## src/rtl/fifo_defs.sv

```systemverilog
// Shared definitions for the dual-clock FIFO and its read-side stream adapter.
package fifo_defs;
  localparam int DATA_WIDTH_DEF = 8;
  localparam int ADDR_WIDTH_DEF = 4;

  typedef logic [1:0] occ_t;

  localparam occ_t OCC_EMPTY = 2'd0;
  localparam occ_t OCC_ONE   = 2'd1;
  localparam occ_t OCC_TWO   = 2'd2;
endpackage

```

## src/rtl/fifo_rd_stream_skid2.sv

```systemverilog
// Two-entry output buffer (head + skid) with push/pop/flush; head drives the stream.
module stream_skid2
  import fifo_defs::*;
#(
  parameter int data_width = DATA_WIDTH_DEF
) (
  input  logic                  clk,
  input  logic                  rst,
  input  logic                  flush,
  input  logic                  push,
  input  logic [data_width-1:0] push_data,
  input  logic                  ready,
  output logic [data_width-1:0] out_data,
  output logic                  out_valid,
  output logic                  pop,
  output occ_t                  occ
);

  occ_t                  occ_q, occ_d;
  logic [data_width-1:0] head_q, head_d;
  logic [data_width-1:0] skid_q, skid_d;

  always_comb begin
    pop    = (occ_q != OCC_EMPTY) && ready;
    occ_d  = occ_q;
    head_d = head_q;
    skid_d = skid_q;
    if (flush) begin
      occ_d = OCC_EMPTY;
    end else begin
      if (pop && occ_q == OCC_TWO) head_d = skid_q;
      // A word lands in the head only if the head is (or is becoming) free.
      if (push) begin
        if (occ_q == OCC_EMPTY || (occ_q == OCC_ONE && pop)) head_d = push_data;
        else                                                  skid_d = push_data;
      end
      case ({push, pop})
        2'b10:   occ_d = occ_t'(occ_q + 2'd1);
        2'b01:   occ_d = occ_t'(occ_q - 2'd1);
        default: occ_d = occ_q;
      endcase
    end
  end

  always_ff @(posedge clk) begin
    if (rst) begin
      occ_q  <= OCC_EMPTY;
      head_q <= '0;
      skid_q <= '0;
    end else begin
      occ_q  <= occ_d;
      head_q <= head_d;
      skid_q <= skid_d;
    end
  end

  assign out_data  = head_q;
  assign out_valid = (occ_q != OCC_EMPTY);
  assign occ       = occ_q;

endmodule

```

## src/rtl/fifo_rd_stream.sv

```systemverilog
// FIFO read-side drain: pops into a 2-entry buffer and presents a framed valid/ready stream.
module fifo_rd_stream
  import fifo_defs::*;
#(
  parameter int data_width = DATA_WIDTH_DEF,
  parameter int frame_len  = 16,
  parameter int cnt_width  = 16
) (
  input  logic                  rclk,
  input  logic                  rrst,
  input  logic [data_width-1:0] rdata,
  input  logic                  rempty,
  output logic                  rinc,
  input  logic                  enable,
  input  logic                  flush,
  output logic [data_width-1:0] m_data,
  output logic                  m_valid,
  output logic                  m_last,
  input  logic                  m_ready,
  output logic [cnt_width-1:0]  beat_count,
  output logic [cnt_width-1:0]  frame_count
);

  localparam logic [15:0]          LAST_IDX = 16'(frame_len - 1);
  localparam logic [cnt_width-1:0] CNT_ONE  = cnt_width'(1);

  occ_t occ;
  logic pop;
  logic beat_ok;

  logic [15:0]          bidx_q, bidx_d;
  logic [cnt_width-1:0] beat_count_q, beat_count_d;
  logic [cnt_width-1:0] frame_count_q, frame_count_d;

  // Gating uses only registered occupancy and rempty, so m_ready never reaches rinc.
  assign rinc = !rrst && !flush && enable && !rempty && (occ != OCC_TWO);

  stream_skid2 #(.data_width(data_width)) u_skid (
    .clk       (rclk),
    .rst       (rrst),
    .flush     (flush),
    .push      (rinc),
    .push_data (rdata),
    .ready     (m_ready),
    .out_data  (m_data),
    .out_valid (m_valid),
    .pop       (pop),
    .occ       (occ)
  );

  assign beat_ok = pop && !flush;
  assign m_last  = m_valid && (bidx_q == LAST_IDX);

  always_comb begin
    bidx_d        = bidx_q;
    beat_count_d  = beat_count_q;
    frame_count_d = frame_count_q;
    if (flush) begin
      bidx_d = '0;
    end else if (beat_ok) begin
      bidx_d       = (bidx_q == LAST_IDX) ? 16'd0 : bidx_q + 16'd1;
      beat_count_d = beat_count_q + CNT_ONE;
      if (m_last) frame_count_d = frame_count_q + CNT_ONE;
    end
  end

  always_ff @(posedge rclk) begin
    if (rrst) begin
      bidx_q        <= '0;
      beat_count_q  <= '0;
      frame_count_q <= '0;
    end else begin
      bidx_q        <= bidx_d;
      beat_count_q  <= beat_count_d;
      frame_count_q <= frame_count_d;
    end
  end

  assign beat_count  = beat_count_q;
  assign frame_count = frame_count_q;

endmodule
```

## config.mk

```make
export PLATFORM = sky130hd
export DESIGN_NAME = fifo_rd_stream
export DESIGN_NICKNAME = d
export VERILOG_FILES = /design/src/rtl/fifo_defs.sv /design/src/rtl/fifo_rd_stream_skid2.sv /design/src/rtl/fifo_rd_stream.sv
export SDC_FILE = /design/constraint.sdc
export NUM_CORES = 1
export LEC_CHECK = 0
export ABC_AREA = 1
export CORE_MARGIN = 2
export CORE_UTILIZATION = 35
export DETAILED_ROUTE_END_ITERATION = 8
export PLACE_DENSITY = 0.63
export SLEW_MARGIN = 20
export SYNTH_ARGS = -nofsm -noshare
export SYNTH_HDL_FRONTEND = slang
export SYNTH_SLANG_ARGS = --single-unit
```

## constraint.sdc

```tcl
create_clock -name rclk -period 1.7 [get_ports rclk]
set_clock_uncertainty 0.15 [all_clocks]
set_input_delay 0.255 -clock rclk [delete_from_list [all_inputs] [get_ports rclk]]
set_output_delay 0.255 -clock rclk [all_outputs]
set_load 0.01 [all_outputs]
```

==> results.py, run 1 <==
metrics = {
    "status": {
        "status": "complete, but fails checks",
        "violations": "negative setup slack",
    },
    "min_path": {
        "worstHoldPathCells": 3,
        "hp-class": "in -> reg",
    },
    "yosys": {
        "synth-simple-area-share_pct": 35.9,
        "syn_area_per_cell_um2": 6.67,
        "synthTopCellsByArea": "dfxtp_1 40%, nand2_1 13%, nor2_1 7.9%, nand3_1 6.7%, inv_1 6.6%",
        "yosys.cell_types.count": 28,
        "ys_seq_area_share_pct": 39.5,
        "syn_nets": 522,
        "yosysWarnings": 0,
        "synth_compound_area_share_pct": 12.1,
        "synth-seq-cells": 66,
        "synth_top_family_by_area": "simple AND/OR/NAND/NOR gates",
        "yosysTopAreaCellShare_pct": 39.5,
        "netlist.top_cell.by_area": "dfxtp_1",
        "synth_cells": 501,
        "synth_adder_area_share_pct": 2.62,
        "synth-xor-area-share_pct": 1.05,
        "yosys-mux-area-fraction_pct": 0,
        "syn_area_um2": 3340,
    },
    "critical_path": {
        "required_ps": 1290,
        "cp-start-kind": "register",
        "worst-path-stages": 8,
        "rrSetupSlack_ps": -50,
        "slowest_delay_ps": 360,
        "crit_chain": "ha_4 -> nand2_2 -> inv_1 -> nand2_1 -> nor2_2 -> nand2_2 -> nor2_2 -> buf_2",
        "critPathMaxFanout": 2,
        "criticalPathCategory": "reg -> out",
        "worstPathArrival_ps": 1420,
        "end_kind": "output pin",
        "crit_path_top_delay_cell": "dfxtp_2",
        "crit_buf_inv": 2,
        "r2r_cells": 10,
        "cp_top_family": "simple AND/OR/NAND/NOR gates",
    },
    "die": {
        "start_util_pct": 36.2,
        "num_rows": 35,
        "die_area_um2": 10400,
        "coreArea_um2": 9240,
        "die_w_um": 102,
        "io_pins": 57,
        "die_h_um": 102,
    },
    "global_route": {
        "grt_pass1_vias": 3366,
        "overflow": 0,
        "grt_max_degree": 17,
        "antenna_found_initial": 0,
        "grt_pass1_wl_um": 14900,
        "grt_use_total_pct": 18.0,
    },
    "timing": {
        "setup_viol": 20,
        "timing.final.ws_setup_ps": -126,
        "slew_viol_final": 0,
        "tns_ps": -566,
        "rsz0062_at_grt": "yes",
        "worstMarginPinSlew_ps": 483,
        "fmax_mhz": 548,
        "hold_viol": 0,
        "period_minus_slack_ps": 1830,
        "min_period_over_period_pct": 107,
        "slew_headroom_pct": 67.6,
    },
    "drt": {
        "drt-pass1-iter-count": 4,
        "drtIter0Drc": 122,
        "drtAntennaViolNets": 0,
        "wl_per_cell_um": 13.0,
        "routed_via_density": 4.82,
        "vias": 3696,
        "drc": 0,
        "wl_um": 9970,
    },
    "cells_and_area": {
        "area_growth_syn_to_layout_pct": 64.0,
        "nets": 654,
        "final_common_cell": "nand2_1",
        "fillers": 828,
        "drive_gt1_share_pct": 33.7,
        "diodes": 0,
        "layout_common_cells": "101 x nand2_1, 56 x nor2_1, 50 x inv_1, 50 x buf_4, 47 x dfxtp_1",
        "final_cells": 767,
    },
    "clocking": {
        "clk_pin_slew_ps": 80,
        "cts_buffers": 9,
        "cts.sinks": 66,
        "cts_tree": "done",
        "clk_latency_ps": 350,
        "cts.htree.levels": 3,
        "clk_path_buf_depth": 2,
        "postCtsHoldBufs": 0,
        "root_buffer": "clkbuf_8",
    },
    "placed_design": {
        "gp_congestion": 0.802,
        "placed_cells": 731,
        "dpl.hpwl_um": 6570,
        "port_buffers": 56,
    },
    "pwr": {
        "ir_worst_vdd_mv": 0.515,
        "power_density_nw_per_um2": 588,
        "p_leak_nw": 2.64,
    },
    "job": {
        "max-cap-violations": 0,
    },
}
## stage by stage
stage	hold slack [ps]	worst slack [ps]	power [W]	utilization (%)	instance area (um^2)
final	317	-126	0.00322	59.3	5480
after global routing	332	-215	0.00335	59.3	5480
after CTS	310	-134	0.00320	52.9	4890
after detailed placement	330	-511	0.00179	48.8	4510
after global placement	323	-430	0.00178	48.8	4510
after floorplan	253	-16.7	0.00169	-	3420
## worst paths after layout
path / endpoint / from
hold / removal: u_skid.skid_q[6] / rdata[6]
setup reg to reg: u_skid.out_data[3] / u_skid.occ[1]
hold reg to reg: beat_count[3] / beat_count[3]
setup / recovery: m_last / bidx_q[1]
## where the power goes
group	switching, W	internal [W]
registers	0.00000632	0.00155
clock network	0.000657	0.000763
logic	0.000127	0.000117
total	0.000790	0.00243
## cell type report
class                           instances  area [um^2]  share of cell area, %
Clock buffer                           11          151                   2.76
Clock inverter                          5         61.3                   1.12
Inverter                               61          246                   4.50
Multi-Input combinational cell        362         2190                   39.9
Sequential cell                        66         1350                   24.5
Tap cell                              129          161                   2.94
Timing Repair Buffer                  133         1330                   24.3
## worst register-to-register path: cells and delay by family, from the launching register on
kind / cells / cell delay (ps)
simple gates: 2 / 100
fa+ha+maj: 1 / 160
flops: 1 / 350
buf+inv: 5 / 570
compound gates: 2 / 330
## cell families (layout without fill, tap and decap cells)
logic type / count (synthesis) / count (layout)
xor gates and xnor gates: 4 / 4
DFF: 66 / 66
adders and majority gates: 7 / 7
and+or+nand+nor: 274 / 274
AOI/OAI and AO/OA: 77 / 77
buffers and inverters: 73 / 210
## synthesized netlist by cell type
cell        n
nand2_1   119
nor2_1     70
dfxtp_1    66
inv_1      59
nand3_1    45
a21oi_1    42
o21ai_0    26
nor3_1     13
nand4_1    12
ha_1        7
nor2_2      7
buf_2       6
o211ai_1    5
xor2_1      4
clkbuf_1    3
nor2_4      3
nor3b_1     2
o21a_1      2
a31oi_1     1
buf_1       1
buf_4       1
buf_6       1
clkinv_1    1
inv_2       1
nand3_2     1
nand3b_1    1
nor3_4      1
o22ai_1     1
## registers in the layout (all words and copies together), names as in the netlist
register and cells:
beat_count 16, frame_count 16, u_skid.out_data 8, bidx_q 16, u_skid.occ 2, u_skid.skid_q 8
## timing repair
item | in CTS | in global routing
gates cloned | 0 | 2
setup buffers | 10 | 10
pin swaps | 17 | 36
setup endpoints to repair | 82 | 84
gates resized for setup | 60 | 160
## routing by layer
layer | global-route usage [%] | share of wire [%]
met5 | 0 | 0
met4 | 7.59 | 0.89
met3 | 2.90 | 4.4
met2 | 29.7 | 50
met1 | 23.2 | 45
No activity file was read; power rests on OpenSTA's default activity.
==> inputs of run 2 (changes only) <==
--- a/config.mk
+++ b/config.mk
@@ -9,8 +9,9 @@
 export CORE_MARGIN = 2
 export CORE_UTILIZATION = 35
 export DETAILED_ROUTE_END_ITERATION = 8
-export PLACE_DENSITY = 0.63
+export PLACE_DENSITY = 0.62
 export SLEW_MARGIN = 20
 export SYNTH_ARGS = -nofsm -noshare
 export SYNTH_HDL_FRONTEND = slang
+export SYNTH_HIERARCHICAL = 1
 export SYNTH_SLANG_ARGS = --single-unit
==> run 2 against run 1 <==
Against the previous run: the flow still finishes with violations (negative setup slack); sequential power barely moved; flip-flop and latch count unchanged; synthesized cell count is 8.8% higher; sequential share of layout area fell by 0.55 points; non-clock buffer count grew 2; critical path depth did not move; area after synthesis is 6.2% higher; first-iteration DRC count grew 25%; worst setup slack worse by 9.0 ps; fmax fell by 0.49%; via count is 5.3% higher; clock power increased by 5%; largest cell class unchanged; highest routed layer unchanged.
==> results.py, run 2 <==
metrics = {
    "yosys": {
        "synthTopCellsByCount": "131 x nand2_1, 100 x nor2_1, 72 x inv_1",
        "netlist.top_cell.by_area": "dfxtp_1",
        "syn_area_um2": 3550,
        "syn_nets": 565,
        "yosysTopAreaCellShare_pct": 37.2,
        "async_reset_ff_share_pct": 0,
        "yosysMostFrequentCell": "nand2_1",
        "yosysWarnings": 6,
        "synth_cells": 545,
        "synth_ff_type": "dfxtp_1",
        "synth-edff-count": 0,
        "synthTopCellsByArea": "dfxtp_1 37%, nand2_1 14%, nor2_1 11%, nand3_1 7.9%, inv_1 7.6%",
        "ys_seq_area_share_pct": 37.2,
        "synth-seq-cells": 66,
        "yosys.cell_types.count": 31,
        "syn_area_per_cell_um2": 6.52,
    },
    "drt": {
        "routed_via_density": 4.76,
        "drc": 0,
        "drt-pass1-iter-count": 4,
        "drtAntennaViolNets": 0,
        "vias": 3893,
        "wl_um": 10400,
        "drtIter0Drc": 152,
        "wl_per_cell_um": 12.7,
    },
    "min_path": {
        "hp-class": "reg -> reg",
    },
    "status": {
        "status": "complete, but fails checks",
        "violations": "negative setup slack",
    },
    "global_route": {
        "overflow": 0,
        "grt_pass1_vias": 3743,
        "antenna_found_initial": 0,
        "grt_max_degree": 16,
        "grt_pass1_wl_um": 16700,
        "grt_use_total_pct": 18.3,
    },
    "clocking": {
        "cts_tree": "done",
        "root_buffer": "clkbuf_8",
        "clk_latency_ps": 350,
        "clk_pin_slew_ps": 80,
        "cts.htree.levels": 3,
        "postCtsHoldBufs": 0,
        "cts_buffers": 9,
        "cts.sinks": 66,
        "clk_path_buf_depth": 2,
    },
    "timing": {
        "worstMarginPinSlew_ps": 340,
        "slew_viol_final": 0,
        "setup_viol": 27,
        "min_period_over_period_pct": 108,
        "holdWs_ps": 317,
        "timing.final.ws_setup_ps": -135,
        "hold_viol": 0,
        "fmax_mhz": 545,
        "rsz0062_at_grt": "yes",
        "period_minus_slack_ps": 1830,
        "slew_headroom_pct": 77.3,
    },
    "cells_and_area": {
        "drive_gt1_share_pct": 30.8,
        "multi_input_area_um2": 2250,
        "layout_common_cells": "118 x nand2_1, 85 x nor2_1, 62 x inv_1",
        "finish.instance_area_um2": 5600,
        "ff_latch_area_um2": 1340,
        "fillers": 947,
        "nets": 699,
        "final_common_cell": "nand2_1",
        "area_growth_syn_to_layout_pct": 57.6,
        "diodes": 0,
    },
    "die": {
        "die_h_um": 105,
        "start_util_pct": 36.2,
        "io_pins": 57,
        "die_area_um2": 11000,
        "die_w_um": 105,
        "num_rows": 36,
        "coreArea_um2": 9820,
    },
    "pwr": {
        "switching_power_w": 0.000809,
        "combPwrFrac_pct": 7.9,
        "p_clk_share_pct": 45.0,
        "power_density_nw_per_um2": 590,
        "power.share.switching_pct": 24.5,
        "power_frac_seq_pct": 47.1,
        "internal_power_w": 0.00250,
        "ir_worst_vdd_mv": 0.403,
        "p_leak_nw": 2.72,
    },
    "critical_path": {
        "criticalPathCategory": "reg -> out",
        "cp-start-kind": "register",
        "path_common_cell": "inv_2",
        "crit_chain": "ha_4 -> nand2_4 -> inv_2 -> nand2_2 -> nor2_4 -> nand3_4 -> inv_2 -> buf_6",
        "critPathMaxFanout": 2,
        "required_ps": 1290,
        "slowest_delay_ps": 360,
        "crit_path_top_delay_cell": "dfxtp_2",
        "end_kind": "output pin",
        "worstPathArrival_ps": 1430,
    },
    "placed_design": {
        "port_buffers": 56,
        "gp_congestion": 0.909,
        "dpl.hpwl_um": 7010,
        "dpl_cell_area_um2": 4740,
    },
    "job": {
        "max-cap-violations": 0,
    },
}
-- run 2: changes by cell type in the layout (fill, tap and decap cells not counted), moves of 6 or more --
cell and change:
nand2_1 +17, buf_6 -9, a21oi_1 -6, nor2_1 +29, nand3_2 +10, dlygate4sd2_1 +8
dlymetal6s2s_1 -6, buf_4 +10, o21ai_1 -6, a21oi_2 -7, inv_1 +12
-- run 2: final cells by class --
type / count / share of cell area, %
Multi-Input combinational cell: 392 / 40.2
Sequential cell: 66 / 24.0
Timing Repair Buffer: 135 / 23.5
Inverter: 75 / 5.39
Tap cell: 133 / 2.97
Clock buffer: 10 / 2.28
Clock inverter: 6 / 1.63
-- run 2: timing repair --
action	in CTS	in global routing
pin swaps	17	28
setup buffers	13	10
gates resized for setup	82	93
gates cloned	2	1
setup endpoints to repair	81	77
-- run 2: worst max-delay path, delay by kind of cell (launching register included) --
kind / cells / cell delay [ps]
simple gates: 4 / 370
flops: 1 / 360
buf+inv: 3 / 200
fa+ha+maj: 1 / 150
-- run 2: power groups by stage --
stage	Combinational [W]	Sequential [W]	Clock (W)
after floorplan	0.000125	0.00160	0
after global placement	0.000234	0.00159	0
after detailed placement	0.000236	0.00159	0
after CTS	0.000247	0.00156	0.00151
after global routing	0.000289	0.00156	0.00160
final	0.000260	0.00156	0.00149
-- run 2: metal layers --
metal	vias up	track usage, %	share of wire [%]
met4	0	8.00	1.9
met2	75	30.1	50
met1	1794	23.3	44
li1	2006	-	-
met3	18	3.68	4.0
met5	-	0	0
-- run 2: kinds of logic after synthesis --
family / share of synthesized area [%]
AO/OA/AOI/OAI: 7.22
XOR/XNOR: 1.48
adder cells (fa/ha/maj): 2.11
buffers and inverters: 10.5
flip-flops: 37.2
AND/OR/NAND/NOR: 41.5
-- run 2: worst paths after layout --
check | slack [ps] | cells past startpoint | from | end
worst max-delay path | -130 | 8 | bidx_q[0] | m_last
worst max register to register | -110 | 9 | bidx_q[11] | frame_count[7]
worst min register to register | 320 | 2 | u_skid/out_data[0] | u_skid/out_data[0]
worst min-delay path | 320 | 2 | u_skid/out_data[0] | u_skid/out_data[0]
-- run 2: through the flow --
| stage | setup slack [ps] | std cells | utilization [%] | power [W] | TNS, ps |
|---|---|---|---|---|---|
| after detailed placement | -498 | 780 | 48.3 | 0.00183 | -24160 |
| final | -135 | 817 | 57.0 | 0.00331 | -1340 |
| after floorplan | 0.121 | 545 | - | 0.00172 | 0 |
| after global routing | -242 | 817 | 57.0 | 0.00344 | -5100 |
| after CTS | -96.1 | 810 | 53.3 | 0.00332 | -1040 |
| after global placement | -471 | 780 | 48.3 | 0.00183 | -22720 |
==> inputs of run 3 (changes only) <==
--- a/config.mk
+++ b/config.mk
@@ -7,9 +7,9 @@
 export LEC_CHECK = 0
 export ABC_AREA = 1
 export CORE_MARGIN = 2
-export CORE_UTILIZATION = 35
+export CORE_UTILIZATION = 49
 export DETAILED_ROUTE_END_ITERATION = 8
-export PLACE_DENSITY = 0.62
+export PLACE_DENSITY = 0.81
 export SLEW_MARGIN = 20
 export SYNTH_ARGS = -nofsm -noshare
 export SYNTH_HDL_FRONTEND = slang
==> run 3 against run 2 <==
Against the previous run: the flow still finishes with violations (negative setup slack); sequential share of layout area grew 0.38 points; routed wire length grew 19%; global-route usage is 8.6 points higher; clock-buffer cell count is 2 higher.
==> results.py, run 3 (synthesis results as in run 2) <==
metrics = {
    "global_route": {
        "grt_pass1_vias": 3759,
        "grt_use_total_pct": 26.9,
        "antenna_found_initial": 0,
        "overflow": 0,
        "grt_max_degree": 14,
        "grt_pass1_wl_um": 16800,
    },
    "timing": {
        "min_period_over_period_pct": 111,
        "fmax_mhz": 530,
        "slew_viol_final": 0,
        "worstMarginPinSlew_ps": 398,
        "hold_viol": 0,
        "setup_viol": 25,
        "rsz0062_at_grt": "yes",
        "timing.final.ws_setup_ps": -188,
        "slew_headroom_pct": 73.4,
        "period_minus_slack_ps": 1890,
        "holdWs_ps": 251,
    },
    "critical_path": {
        "criticalPathCategory": "reg -> reg",
        "worstPathArrival_ps": 2000,
        "cp-start-kind": "register",
        "critPathMaxFanout": 3,
        "end_kind": "register",
        "required_ps": 1810,
    },
    "clocking": {
        "root_buffer": "clkbuf_8",
        "cts_buffers": 9,
        "cts.sinks": 66,
        "cts.htree.levels": 3,
        "clk_latency_ps": 360,
        "clk_path_buf_depth": 2,
        "cts_tree": "done",
        "clk_pin_slew_ps": 80,
    },
    "die": {
        "die_h_um": 89.1,
        "start_util_pct": 49.8,
        "coreArea_um2": 7140,
        "die_w_um": 89.1,
        "die_area_um2": 7940,
        "num_rows": 31,
        "io_pins": 57,
    },
    "cells_and_area": {
        "drive_gt1_share_pct": 30.5,
        "layout_common_cells": "115 x nand2_1, 85 x nor2_1, 63 x inv_1",
        "final_util_pct": 77.3,
        "final_cells": 782,
        "nets": 698,
        "diodes": 0,
        "finish.instance_area_um2": 5520,
        "area_growth_syn_to_layout_pct": 55.5,
        "final_common_cell": "nand2_1",
    },
    "pwr": {
        "power_density_nw_per_um2": 562,
        "total_power_w": 0.00310,
        "ir_worst_vdd_mv": 0.420,
        "p_leak_nw": 2.81,
        "p_clk_share_pct": 40.8,
        "internal_power_w": 0.00229,
        "power_frac_seq_pct": 50.1,
        "combPwrFrac_pct": 9.1,
        "power.share.switching_pct": 26.2,
        "switching_power_w": 0.000814,
    },
    "placed_design": {
        "gp_congestion": 0.865,
        "dpl.hpwl_um": 6890,
        "dpl_cell_area_um2": 4670,
        "placed_cells": 746,
        "port_buffers": 56,
    },
    "drt": {
        "drc": 0,
        "wl_um": 12300,
        "vias": 4266,
        "drt-pass1-iter-count": 5,
        "routed_via_density": 5.46,
        "drtAntennaViolNets": 0,
        "wl_per_cell_um": 15.7,
        "drtIter0Drc": 308,
    },
    "status": {
        "status": "complete, but fails checks",
        "violations": "negative setup slack",
    },
    "job": {
        "max-cap-violations": 0,
    },
    "min_path": {
        "hp-class": "in -> reg",
    },
}
[run 3: changes by cell type in the layout (fill, tap and decap cells not counted), sizes merged, moves of 2 or more]
cell / before / now
clkdlybuf4s50: 16 / 14
dlymetal6s2s: 19 / 25
bufinv: 2 / 0
clkbuf: 11 / 13
dlygate4sd2: 18 / 14
[run 3: worst paths after layout]
path,start,cells after the start,endpoint,slack [ps]
worst max-delay path,frame_count[1],8,frame_count[10],-190
worst max register to register,frame_count[1],8,frame_count[10],-190
worst min-delay path,flush,5,bidx_q[1],250
worst min register to register,u_skid/out_data[0],2,u_skid/out_data[0],320
[run 3: cell type report]
type	count	area [um^2]
Inverter	75	307
Timing Repair Buffer	134	1300
Multi-Input combinational cell	392	2260
Clock inverter	4	25.0
Clock buffer	12	156
Tap cell	99	124
Sequential cell	66	1350
Fill cell	473	1620
[run 3: critical path, cell delays in order, from the launching register on]
cell,delay [ps]
dfxtp_1,350
ha_1,240
nand2_1,130
nor3_2,240
nand2_1,170
nor2_2,290
nand3_4,100
nand2_2,80
nor2_2,30
[run 3: metal layers]
| metal | share of wire [%] | up-vias | routed length, um | global-route usage (%) |
|---|---|---|---|---|
| met3 | 7.1 | 41 | 874 | 4.52 |
| met5 | 0 | - | 0 | 0 |
| met2 | 51 | 230 | 6320 | 46.9 |
| met4 | 2.5 | 0 | 306 | 12.1 |
| met1 | 39 | 1992 | 4780 | 32.5 |
| li1 | - | 2003 | - | - |
[run 3: power groups by stage]
stage	registers, W	clock network [W]	logic [W]
after global routing	0.00156	0.00135	0.000304
after detailed placement	0.00159	0	0.000230
after global placement	0.00159	0	0.000226
final	0.00156	0.00127	0.000282
after floorplan	0.00160	0	0.000125
after CTS	0.00156	0.00126	0.000260
[run 3: through the flow]
stage	setup WS, ps	setup TNS (ps)
global placement	-445	-20970
CTS	-99.3	-557
finish	-188	-2530
detailed placement	-490	-23440
floorplan	0.121	0
global route	-217	-5290
[run 3: repair_timing]
item,in CTS,in global routing
endpoints found under the setup margin,74,87
resized for setup,86,97
setup buffers,16,4
pin swaps,31,31
cloned,2,1
hold buffers,0,0
